## src/rtl/if_stage.sv

```systemverilog
`timescale 1ns/1ps
// ----------------------------------------------------------------------------
// if_stage : instruction fetch stage plus IF/ID pipeline register.
//
// Owns the PC, fetches from instruction memory over a req/ack handshake of
// variable latency, and presents instr_ID / PC_ID / valid_ID to decode.
// Reacts to stall_IF / flush_ID from the hazard unit and to redirects from EX.
//
// Optional feature: define IF_PERF_CNT_EN to add the fetch_cnt / bubble_cnt
// performance counters. Without it those ports and their logic are absent.
//
// state   | meaning
// --------+------------------------------------------------------------------
// S_REQ   | request for pc outstanding; a response may be used directly
// S_DRAIN | old request still outstanding but its result is unwanted;
//         | the redirect target waits in pending_pc
// S_HOLD  | a fetched word sits in hold_buf because IF/ID could not take it
// ----------------------------------------------------------------------------
module if_stage #(
    parameter logic [31:0] RESET_PC  = 32'h0000_0000,
    parameter logic [31:0] NOP_INSTR = 32'h0000_0013
) (
    input  logic        clk,
    input  logic        rst,
    input  logic        stall_IF,
    input  logic        flush_ID,
    input  logic        redirect_EX,
    input  logic [31:0] redirect_pc,
    output logic        imem_req,
    output logic [31:0] imem_addr,
    input  logic        imem_ack,
    input  logic [31:0] imem_rdata,
    output logic [31:0] instr_ID,
    output logic [31:0] PC_ID,
    output logic        valid_ID
`ifdef IF_PERF_CNT_EN
    ,
    output logic [31:0] fetch_cnt,
    output logic [31:0] bubble_cnt
`endif
);

    typedef enum logic [1:0] {
        S_REQ   = 2'd0,
        S_DRAIN = 2'd1,
        S_HOLD  = 2'd2
    } state_t;

    state_t      state;
    state_t      state_nxt;
    logic [31:0] pc;
    logic [31:0] pc_nxt;
    logic [31:0] pending_pc;
    logic [31:0] pending_nxt;
    logic [31:0] hold_buf;
    logic [31:0] hold_nxt;

    logic [31:0] redir_tgt;
    logic        ack_eff;
    logic        deliver;
    logic [31:0] deliver_instr;
    logic        load_bubble;

    // Redirect targets are always word aligned.
    assign redir_tgt = {redirect_pc[31:2], 2'b00};

    // Request is a pure function of state; reset kills it combinationally so
    // an abandoned request disappears in the same cycle rst rises.
    assign imem_req  = ((state == S_REQ) || (state == S_DRAIN)) && !rst;
    assign imem_addr = pc;

    // An ack without an outstanding request is meaningless and ignored.
    assign ack_eff = imem_ack && imem_req;

    // Bubble covers both an explicit flush and an idle cycle without a stall.
    // A flush always wins, even over a stall.
    assign load_bubble = flush_ID || (!stall_IF && !deliver);

    // State register and the fetch-side datapath registers.
    always_ff @(posedge clk or posedge rst) begin
        if (rst) begin
            state      <= S_REQ;
            pc         <= RESET_PC;
            pending_pc <= 32'h0;
            hold_buf   <= 32'h0;
        end else begin
            state      <= state_nxt;
            pc         <= pc_nxt;
            pending_pc <= pending_nxt;
            hold_buf   <= hold_nxt;
        end
    end

    // Next-state, next-PC and delivery decision.
    always_comb begin
        state_nxt     = state;
        pc_nxt        = pc;
        pending_nxt   = pending_pc;
        hold_nxt      = hold_buf;
        deliver       = 1'b0;
        deliver_instr = imem_rdata;

        case (state)
            S_REQ: begin
                if (ack_eff) begin
                    if (redirect_EX) begin
                        // Fetched word is on the wrong path; refetch at target.
                        pc_nxt = redir_tgt;
                    end else if (stall_IF || flush_ID) begin
                        // IF/ID is busy; park the word so it is not lost.
                        hold_nxt  = imem_rdata;
                        state_nxt = S_HOLD;
                    end else begin
                        deliver = 1'b1;
                    end
                end else if (redirect_EX) begin
                    // Memory still owes us a word for pc; keep the address
                    // stable and drain it before switching to the target.
                    pending_nxt = redir_tgt;
                    state_nxt   = S_DRAIN;
                end
            end

            S_DRAIN: begin
                if (redirect_EX) begin
                    pending_nxt = redir_tgt;
                end
                if (ack_eff) begin
                    pc_nxt    = redirect_EX ? redir_tgt : pending_pc;
                    state_nxt = S_REQ;
                end
            end

            S_HOLD: begin
                deliver_instr = hold_buf;
                if (redirect_EX) begin
                    pc_nxt    = redir_tgt;
                    state_nxt = S_REQ;
                end else if (!stall_IF && !flush_ID) begin
                    deliver   = 1'b1;
                    state_nxt = S_REQ;
                end
            end

            default: begin
                state_nxt = S_REQ;
            end
        endcase

        if (deliver) begin
            pc_nxt = pc + 32'd4;
        end
    end

    // IF/ID pipeline register: flush > stall (hold) > deliver > bubble.
    always_ff @(posedge clk or posedge rst) begin
        if (rst) begin
            instr_ID <= NOP_INSTR;
            PC_ID    <= 32'h0;
            valid_ID <= 1'b0;
        end else if (load_bubble) begin
            instr_ID <= NOP_INSTR;
            valid_ID <= 1'b0;
        end else if (deliver) begin
            instr_ID <= deliver_instr;
            PC_ID    <= pc;
            valid_ID <= 1'b1;
        end
    end

`ifdef IF_PERF_CNT_EN
    // Performance counters; a held IF/ID register counts as neither.
    always_ff @(posedge clk or posedge rst) begin
        if (rst) begin
            fetch_cnt  <= 32'h0;
            bubble_cnt <= 32'h0;
        end else begin
            if (deliver) begin
                fetch_cnt <= fetch_cnt + 32'd1;
            end
            if (load_bubble) begin
                bubble_cnt <= bubble_cnt + 32'd1;
            end
        end
    end
`endif

endmodule
```

## config.mk

```make
export PLATFORM = sky130hd
export DESIGN_NAME = if_stage
export DESIGN_NICKNAME = d
export VERILOG_FILES = /design/src/rtl/if_stage.sv
export SDC_FILE = /design/constraint.sdc
export NUM_CORES = 1
export LEC_CHECK = 0
export CORE_MARGIN = 2
export CORE_UTILIZATION = 45
export CTS_BUF_LIST = sky130_fd_sc_hd__clkbuf_4 sky130_fd_sc_hd__clkbuf_8
export DETAILED_ROUTE_END_ITERATION = 10
export PLACE_DENSITY = 0.75
export SLEW_MARGIN = 30
export SYNTH_ARGS = -nofsm -noshare
export SYNTH_HDL_FRONTEND = slang
export SYNTH_SLANG_ARGS = --single-unit
```

## constraint.sdc

```tcl
create_clock -name clk -period 8 [get_ports clk]
set_input_delay 0.8 -clock clk [delete_from_list [all_inputs] [get_ports clk]]
set_output_delay 0.8 -clock clk [all_outputs]
set_load 0.05 [all_outputs]
```

==> results, run 1 <==
- The run finished with clean final reports.
- The final number of hold-violating endpoints was 0.
- For this design the ratio of total power to cell area is 268 nW/µm².
- The placer's final routability congestion estimate is 0.837.
- The primary flip-flop cell chosen by synthesis mapping is dfrtp_1.
- The total of flip-flops plus latches after synthesis is 163.
- From left edge to right edge, the die measures 132 µm.
- Traced cell by cell, the critical path runs through clkdlybuf4s50_1, nor2_1, clkdlybuf4s50_1.
- At the placement stage, the worst setup path has a slack of 4.70 ns.
- The post-layout minimum cycle time is 3.09 ns.
- The filler cell count is 1365.
- The maximum operating frequency is 324 MHz.
- Setup violations remaining at the end of the flow were counted as 0.
- In this run the tightest slew margin relative to its limit is 39.1%.
- Summed over all nets, the switching power comes to 970 µW.
- The total iterations of the first detailed-routing run is 6.
- Counting flops with a built-in enable in the synthesized netlist gives 0.
- In this run the deepest clock path goes through 2 buffers.
- The number of buffers inserted by hold repair at cts is 0.
- The critical path in this run is classified as input port to primary output.
- The kind of path behind the tightest hold check is flip-flop to flip-flop.
- TritonCTS built the clock tree.
- The max-slew violation count is 0.
- The cell count after synthesis is 729.
- Setup repair after global routing left no endpoint under its margin.
- The tightest hold path in the finished design has a slack of 0.479 ns.
- The worst-case IR drop observed on VDD is 0.000140 V.
- The die covers 17500 µm².
- The number of core rows is 46.
- The number of H-tree levels is 4.
- The buffer type at the clock tree root is clkbuf_8.
- The top cell type's share of synthesized area is 54.2%.
- The total power of the final layout is 2.59 mW.
- Of the total power, registers draw 43.1%.
- The global-route wire length before repair is 30800 µm.
- The signal arrival time at the worst endpoint is 2.29 ns.
- Once detailed placement completed, the half-perimeter wirelength came to 12700 µm.
- After clock tree synthesis, the clock-pin slew on the worst setup and hold paths is 0.08 ns.
- In the routed layout, each cell is associated on average with a via count of 5.36.
- The number of maximum-capacitance constraint violations is 0.
- Of the total power, the clock network draws 24.2%.
- The critical path launch point type is an input port.
- The number of placed cells counting well taps is 1077.
- The core footprint is 15900 µm².
- Setup slack closes at 4.91 ns.
- In this run the remaining antenna-violating nets after routing total 0.
- The biggest area contributor in the post-synthesis netlist is dfrtp_1.
- The final global-route overflow total is 0.
- The clock sink count is 163.
- Averaged over all synthesized cells, the footprint is 10.1 µm².
- The pin count of the biggest net entering global routing is 86.
- The count of cell types in the netlist is 51.
- Input and output buffers added on the ports amount to 165.
- The kind of capture point of the worst setup path is a primary output.
- Post-CTS repair changed the size of 0 cells.
- After the first detailed-routing iteration, the DRC count stood at 547.
- For the pin with the worst max-slew slack, the measured transition is 0.914 ns.
- The final total negative setup slack is 0 ns.
- Yosys attributes the largest share of cell area to dfrtp_1, mux2_2, nand2_1.
- In this run, CTS created clock tree buffers numbering 17.
- The total internal power is 1.62 mW.
- The fraction of final layout cells with drive strength greater than 1 is 13.6%.
- Summing all non-filler instances in the final layout gives an area of 9680 µm².
- The via count of the first global-routing pass is 5716.
- The average wire per cell in the routed design is 17.2 µm.
- The maximum fanout along the worst path is 4.
- The instance area after placement is 9260 µm².
- Combinational cells account for 32.7% of the total power.
- The number of nets in the layout is 951.
- Across the routed clock network, the largest skew measured is 0.0104 ns.
- The synthesized cell area is 7380 µm².
- The number of DRC violations after detailed routing is 0.
- The fraction of the core area covered by cells at the end of the flow is 60.7%.
- The initial antenna violation count is 2.
- The share of synthesized registers carrying an async set or reset is 100%.
- After detailed routing, the total wire length is 19100 µm.
- The net count after synthesis is 800.
- For this configuration, the core starts out at a cell density of 46.3%.
- Excluding fillers, the count of instances in the completed layout stands at 1109.
- The delay of the slowest critical-path stage is 0.83 ns.
- The clock reaches the later pin of the worst-skew pair after 0.45 ns.
- In this run the count of I/O pins placed on the die edge is 168.
- The final critical path takes up 38.6% of the cycle.
- The slowest cell on the critical path is clkdlybuf4s50_1.
- The overall die height is 132 µm.
- The number of vias after detailed routing is 5948.
- The leakage power total is 4.36 nW.
- The critical path data required time is 7.20 ns.
- Summing the sequential cell areas from Yosys gives 55.3% of the chip area.
- In this design, the critical path's most frequently occurring cell is clkdlybuf4s50_1.
- The number of warnings issued by yosys is 0.
- The post-CTS setup buffer count is 0.
- The proportion of total power due to net switching is 37.4%.
- The synthesis-to-layout area growth is 31.1%.
- The all-layer global routing usage is 22.3%.
logic make-up (layout without fill, tap and decap cells):
logic type / count (synthesis) / in the layout / share of synthesized area [%]
flops: 163 / 163 / 55.3
fa+ha+maj: 1 / 1 / 0.169
compound gates: 120 / 120 / 9.56
xor+xnor: 6 / 6 / 0.712
simple gates: 294 / 294 / 17.8
buf+inv: 50 / 213 / 2.56
other cells: 0 / 1 / 0
mux: 95 / 95 / 13.9
final timing paths:
| check | endpoint | cells after the start | slack [ns] | from |
|---|---|---|---|---|
| max | imem_req | 3 | 4.91 | rst |
| min | PC_ID[30]$_DFFE_PP0P_ | 2 | 0.48 | PC_ID[30]$_DFFE_PP0P_ |
| max reg2reg | imem_addr[24]$_DFFE_PP0P_ | 6 | 5.12 | imem_addr[2]$_DFFE_PP0P_ |
| min reg2reg | PC_ID[30]$_DFFE_PP0P_ | 2 | 0.48 | PC_ID[30]$_DFFE_PP0P_ |
| max in group asynchronous | imem_addr[1]$_DFFE_PP0P_ | 3 | 5.86 | rst |
| min in group asynchronous | instr_ID[19]$_DFFE_PP0P_ | 2 | 0.96 | rst |
cell type report:
class                   instances  area, µm²  share of cell area [%]
multi-input cells             516       3150                    32.6
well taps                     216        270                    2.79
diodes                          1       2.50                  0.0259
clock buffers                  19        255                    2.64
repair buffers                175       1730                    17.9
flip-flops and latches        163       4080                    42.2
inverters                       7       31.3                   0.323
clock inverters                12        155                    1.60
power by group through the flow:
stage          Sequential [mW]  Clock [mW]  Combinational, mW
5_1_grt                   1.15       0.671              0.899
6_report                  1.12       0.628              0.847
3_5_place_dp              1.14           0              0.849
4_1_cts                   1.12       0.639              0.851
3_3_place_gp              1.13           0              0.835
2_1_floorplan             1.42           0              0.248
cells in the mapped netlist, drive strengths merged, types with 3 or more instances:
| library cell | number |
|---|---|
| nand3 | 9 |
| nor3 | 14 |
| buf | 3 |
| nor4 | 6 |
| a21oi | 28 |
| dfrtp | 160 |
| mux2i | 33 |
| a211oi | 6 |
| or3 | 3 |
| o22a | 4 |
| o22ai | 9 |
| nor3b | 4 |
| nor2b | 6 |
| dfstp | 3 |
| and3 | 7 |
| o21ai | 50 |
| nor2 | 45 |
| a31oi | 8 |
| xnor2 | 5 |
| o211ai | 3 |
| nand2 | 177 |
| mux2 | 62 |
| inv | 7 |
| clkbuf | 40 |
| nand4 | 8 |
state kept, by name (all words and copies together), names as in the netlist:
signal      cells
PC_ID          32
hold_buf       32
imem_addr      32
instr_ID       32
pending_pc     32
state           2
valid_ID        1
per-layer routing:
| layer | vias up | track usage [%] | wire length, µm |
|---|---|---|---|
| li1 | 2832 | - | - |
| met1 | 2937 | 31.7 | 8790 |
| met3 | 27 | 6.15 | 1220 |
| met4 | 2 | 8.45 | 400 |
| met5 | - | 0 | 20 |
| met2 | 150 | 32.6 | 8670 |
worst max-delay path, delay by kind of cell:
family | cells | cell delay, ns
buf+inv | 2 | 1.35
simple gates | 1 | 0.13
placed cells by master, fill, tap and decap left out, types with 6 or more instances in the layout:
cell             count
clkdlybuf4s50_1    165
nand4_1              7
a211oi_1             6
mux2i_1             33
nand2_1            177
nand3_1              9
dfrtp_1            160
o22ai_1              8
buf_4                9
and3_1               7
clkbuf_8            18
nor3_1              13
o21ai_0             50
inv_1                6
nor2_1              45
a21oi_1             28
mux2_2              62
a31oi_1              8
(Power assumes the default switching activity.)
==> run 2: changes to the inputs <==
==> constraint.sdc (replaced) <==
create_clock -name clk -period 3 [get_ports clk]
set_input_delay 0.3 -clock clk [delete_from_list [all_inputs] [get_ports clk]]
set_output_delay 0.3 -clock clk [all_outputs]
set_load 0.05 [all_outputs]
==> run 2 against run 1 <==
Net effect: critical path type is now flip-flop to flip-flop; routed wire length decreased by 0.40%; via count increased by 0.37%; core utilization rose by 0.85 points; clock power increased to 2.6 times the previous value; hold slack got worse by 0.075 ns; combinational power rose to 2.8 times the previous value; global-route usage up 0.23 points; critical endpoint is now imem_addr[24]$_DFFE_PP0P_; critical path depth increased by 3; power increased to 2.7 times the previous value; non-clock buffer count is 17 higher; first-iteration DRC count down 5.3%.
==> results, run 2 (synthesized netlist as in run 1, its figures left out) <==
- The number of vias after detailed routing is 5970 (was 5948).
- The slowest cell on the critical path is or4_1 (was clkdlybuf4s50_1).
- The placed wire-length estimate after detailed placement was 13100 µm (was 12700 µm).
- The starting density of the core was 46.3% (unchanged).
- The critical path data required time was 3.34 ns (was 7.20 ns).
- The buffer type at the clock tree root is clkbuf_8 (unchanged).
- Outcome: finished clean (unchanged).
- The critical path launch point type is a flip-flop (was input port).
- The clock-pin slew on the worst setup and hold paths is 0.08 ns (about the same).
- The average wire per cell in the routed design is 16.9 µm (was 17.2 µm).
- The fraction of final layout cells with drive strength greater than 1 was 15.2% (was 13.6%).
- The minimum setup slack in the final design is 0.407 ns (was 4.91 ns).
- The number of nets in the layout is 968 (was 951).
- The number of maximum-capacitance constraint violations is 0 (unchanged).
- The max-slew violation count is 0 (unchanged).
- The delay of the slowest critical-path stage is 0.66 ns (was 0.83 ns).
- The post-layout minimum cycle time is 2.59 ns.
- The violation count after the first detailed-routing iteration came to 518 (was 547).
- The proportion of total power due to net switching is 37.5% (was 37.4%).
- The pre-CTS setup slack was 0.424 ns (was 4.70 ns).
- The placer's final routability congestion estimate was 0.850 (was 0.837).
- The total internal power was 4.33 mW (was 1.62 mW).
- The number of nets with antenna violations after detailed routing is 0 (unchanged).
- The number of port buffers was 165 (unchanged).
- The kind of capture point of the worst setup path is a flip-flop (was primary output).
- The type of the setup path with the least slack is flip-flop to flip-flop (was input port to primary output).
- The width of the chip is 132 µm (unchanged).
- Cell-by-cell trace of the critical path: ha_1, nand4_2, or4_1, nor4_4, a21oi_1, or3_1 (was clkdlybuf4s50_1, nor2_1, clkdlybuf4s50_1).
- The count of boundary I/O pins is 168 (unchanged).
- The initial antenna violation count is 1 (was 2).
- The number of gates resized after cts came to 0 (unchanged).
- The via count of the first global-routing pass is 5813 (was 5716).
- The final worst clock skew was 0.0132 ns (was 0.0104 ns).
- The cell area power density is 705 nW/µm² (was 268 nW/µm²).
- The number of DRC violations after detailed routing is 0 (unchanged).
- The TritonCTS clock tree is done (unchanged).
- The final number of hold-violating endpoints is 0 (unchanged).
- The global-route wire length before repair was 30900 µm (was 30800 µm).
- The number of buffers inserted by hold repair at cts is 0 (unchanged).
- The worst-case register-to-register setup slack is 0.41 ns (was 5.12 ns).
- The maximum buffer depth of the clock tree is 2 (unchanged).
- The worst slew slack as a fraction of its limit is 40.3% (was 39.1%).
- The number of core rows is 46 (unchanged).
- The smallest hold slack is 0.404 ns (was 0.479 ns).
- The all-layer global routing usage came to 22.5% (was 22.3%).
- The post-CTS setup buffer count is 0 (unchanged).
- The core footprint came to 15900 µm² (unchanged).
- The total routed wirelength is 19000 µm (was 19100 µm).
- The leading cell type in the layout, fill and taps excluded is nand2_1 (unchanged).
- The relative contribution of combinational cells to total power is 33.7% (was 32.7%).
- The number of H-tree levels is 4 (unchanged).
- The synthesis-to-layout area growth is 32.9% (was 31.1%).
- The kind of path behind the tightest hold check was input port to flip-flop (was flip-flop to flip-flop).
- The signal arrival time at the worst endpoint was 2.93 ns (was 2.29 ns).
- The total iterations of the first detailed-routing run is 5 (was 6).
- The number of buffers created by CTS is 17 (unchanged).
- The pin count of the biggest net entering global routing is 164 (was 86).
- The final global-route overflow total is 0 (unchanged).
- Unrepaired setup endpoints after global routing: no (unchanged).
- The maximum fanout along the worst path is 8 (was 4).
- The share of total power in sequential cells came to 42.8% (was 43.1%).
- The overall die height is 132 µm (unchanged).
- The count of endpoints failing setup in the final report was 0 (unchanged).
- The actual transition at the worst max-transition pin is 0.895 ns (was 0.914 ns).
- The worst ir drop on vdd is 0.000359 V (was 0.000140 V).
- The worst path uses 86.4% of the clock period.
- The clock sink count came to 163 (unchanged).
- The switching power summed over all nets came to 2.59 mW (was 970 µW).
- The fraction of the core area covered by cells at the end of the flow was 61.6% (was 60.7%).
- The filler cell count is 1347 (was 1365).
- The routed via count divided by cell count was 5.30 (was 5.36).
- Most frequent cells in the layout: nand2_1, clkdlybuf4s50_1, dfrtp_1 (unchanged).
- The leakage power total was 4.44 nW (was 4.36 nW).
- The overall die area is 17500 µm² (unchanged).
- The maximum operating frequency is 386 MHz.
- The clock latency on the worst-skew pair was 0.46 ns (was 0.45 ns).
- The part of the power in the clock network is 23.5% (was 24.2%).
==> run 2: final timing paths <==
check | startpoint | cells past startpoint | to
setup / recovery | imem_addr[3]$_DFFE_PP0P_ | 6 | imem_addr[24]$_DFFE_PP0P_
hold / removal | imem_rdata[4] | 3 | instr_ID[4]$_DFFE_PP1P_
setup reg to reg | imem_addr[3]$_DFFE_PP0P_ | 6 | imem_addr[24]$_DFFE_PP0P_
hold reg to reg | PC_ID[1]$_DFFE_PP0P_ | 2 | PC_ID[1]$_DFFE_PP0P_
max in group asynchronous | rst | 3 | hold_buf[2]$_DFFE_PP0P_
min in group asynchronous | rst | 3 | instr_ID[19]$_DFFE_PP0P_
==> run 2: cell type report <==
type                       instances  area [µm²]  share of cell area, %
clock buffer                      21         283                   2.88
inverter                           7        30.0                  0.306
antenna                            1        2.50                 0.0255
clock inverter                    10         121                   1.24
timing repair buffer             192        1880                   19.1
tap                              216         270                   2.75
sequential                       163        4080                   41.6
multi-input combinational        516        3150                   32.1
==> run 2: per-layer routing <==
metal | part of all wire, % | global-route usage, % | up-vias
met3 | 7.7 | 6.57 | 28
met1 | 45 | 31.6 | 2887
li1 | - | - | 2851
met5 | 0.068 | 0 | -
met2 | 45 | 33.0 | 202
met4 | 1.8 | 8.51 | 2
==> run 2: power groups by stage <==
stage / registers (mW) / clock network (mW) / logic (mW)
after floorplan: 3.79 / 0 / 0.664
after global placement: 2.98 / 0 / 2.30
after detailed placement: 3.00 / 0 / 2.34
after CTS: 2.96 / 1.67 / 2.34
after global routing: 3.03 / 1.75 / 2.48
final: 2.96 / 1.63 / 2.33
==> run 2: worst max-delay path: cells and delay by family, from the launching register on <==
kind	cells	cell delay [ns]
and+or+nand+nor	4	1.65
DFF	1	0.45
adders and majority gates	1	0.26
AOI/OAI and AO/OA	1	0.11
==> run 2: metrics by stage <==
| stage | total power, mW | setup TNS, ns | std cells | cell area [µm²] |
|---|---|---|---|---|
| final | 6.92 | 0 | 1126 | 9810 |
| after global placement | 5.28 | 0 | 1094 | 9410 |
| after floorplan | 4.45 | -51.46 | 729 | 7420 |
| after CTS | 6.97 | 0 | 1125 | 9810 |
| after global routing | 7.26 | 0 | 1125 | 9810 |
| after detailed placement | 5.34 | 0 | 1094 | 9410 |
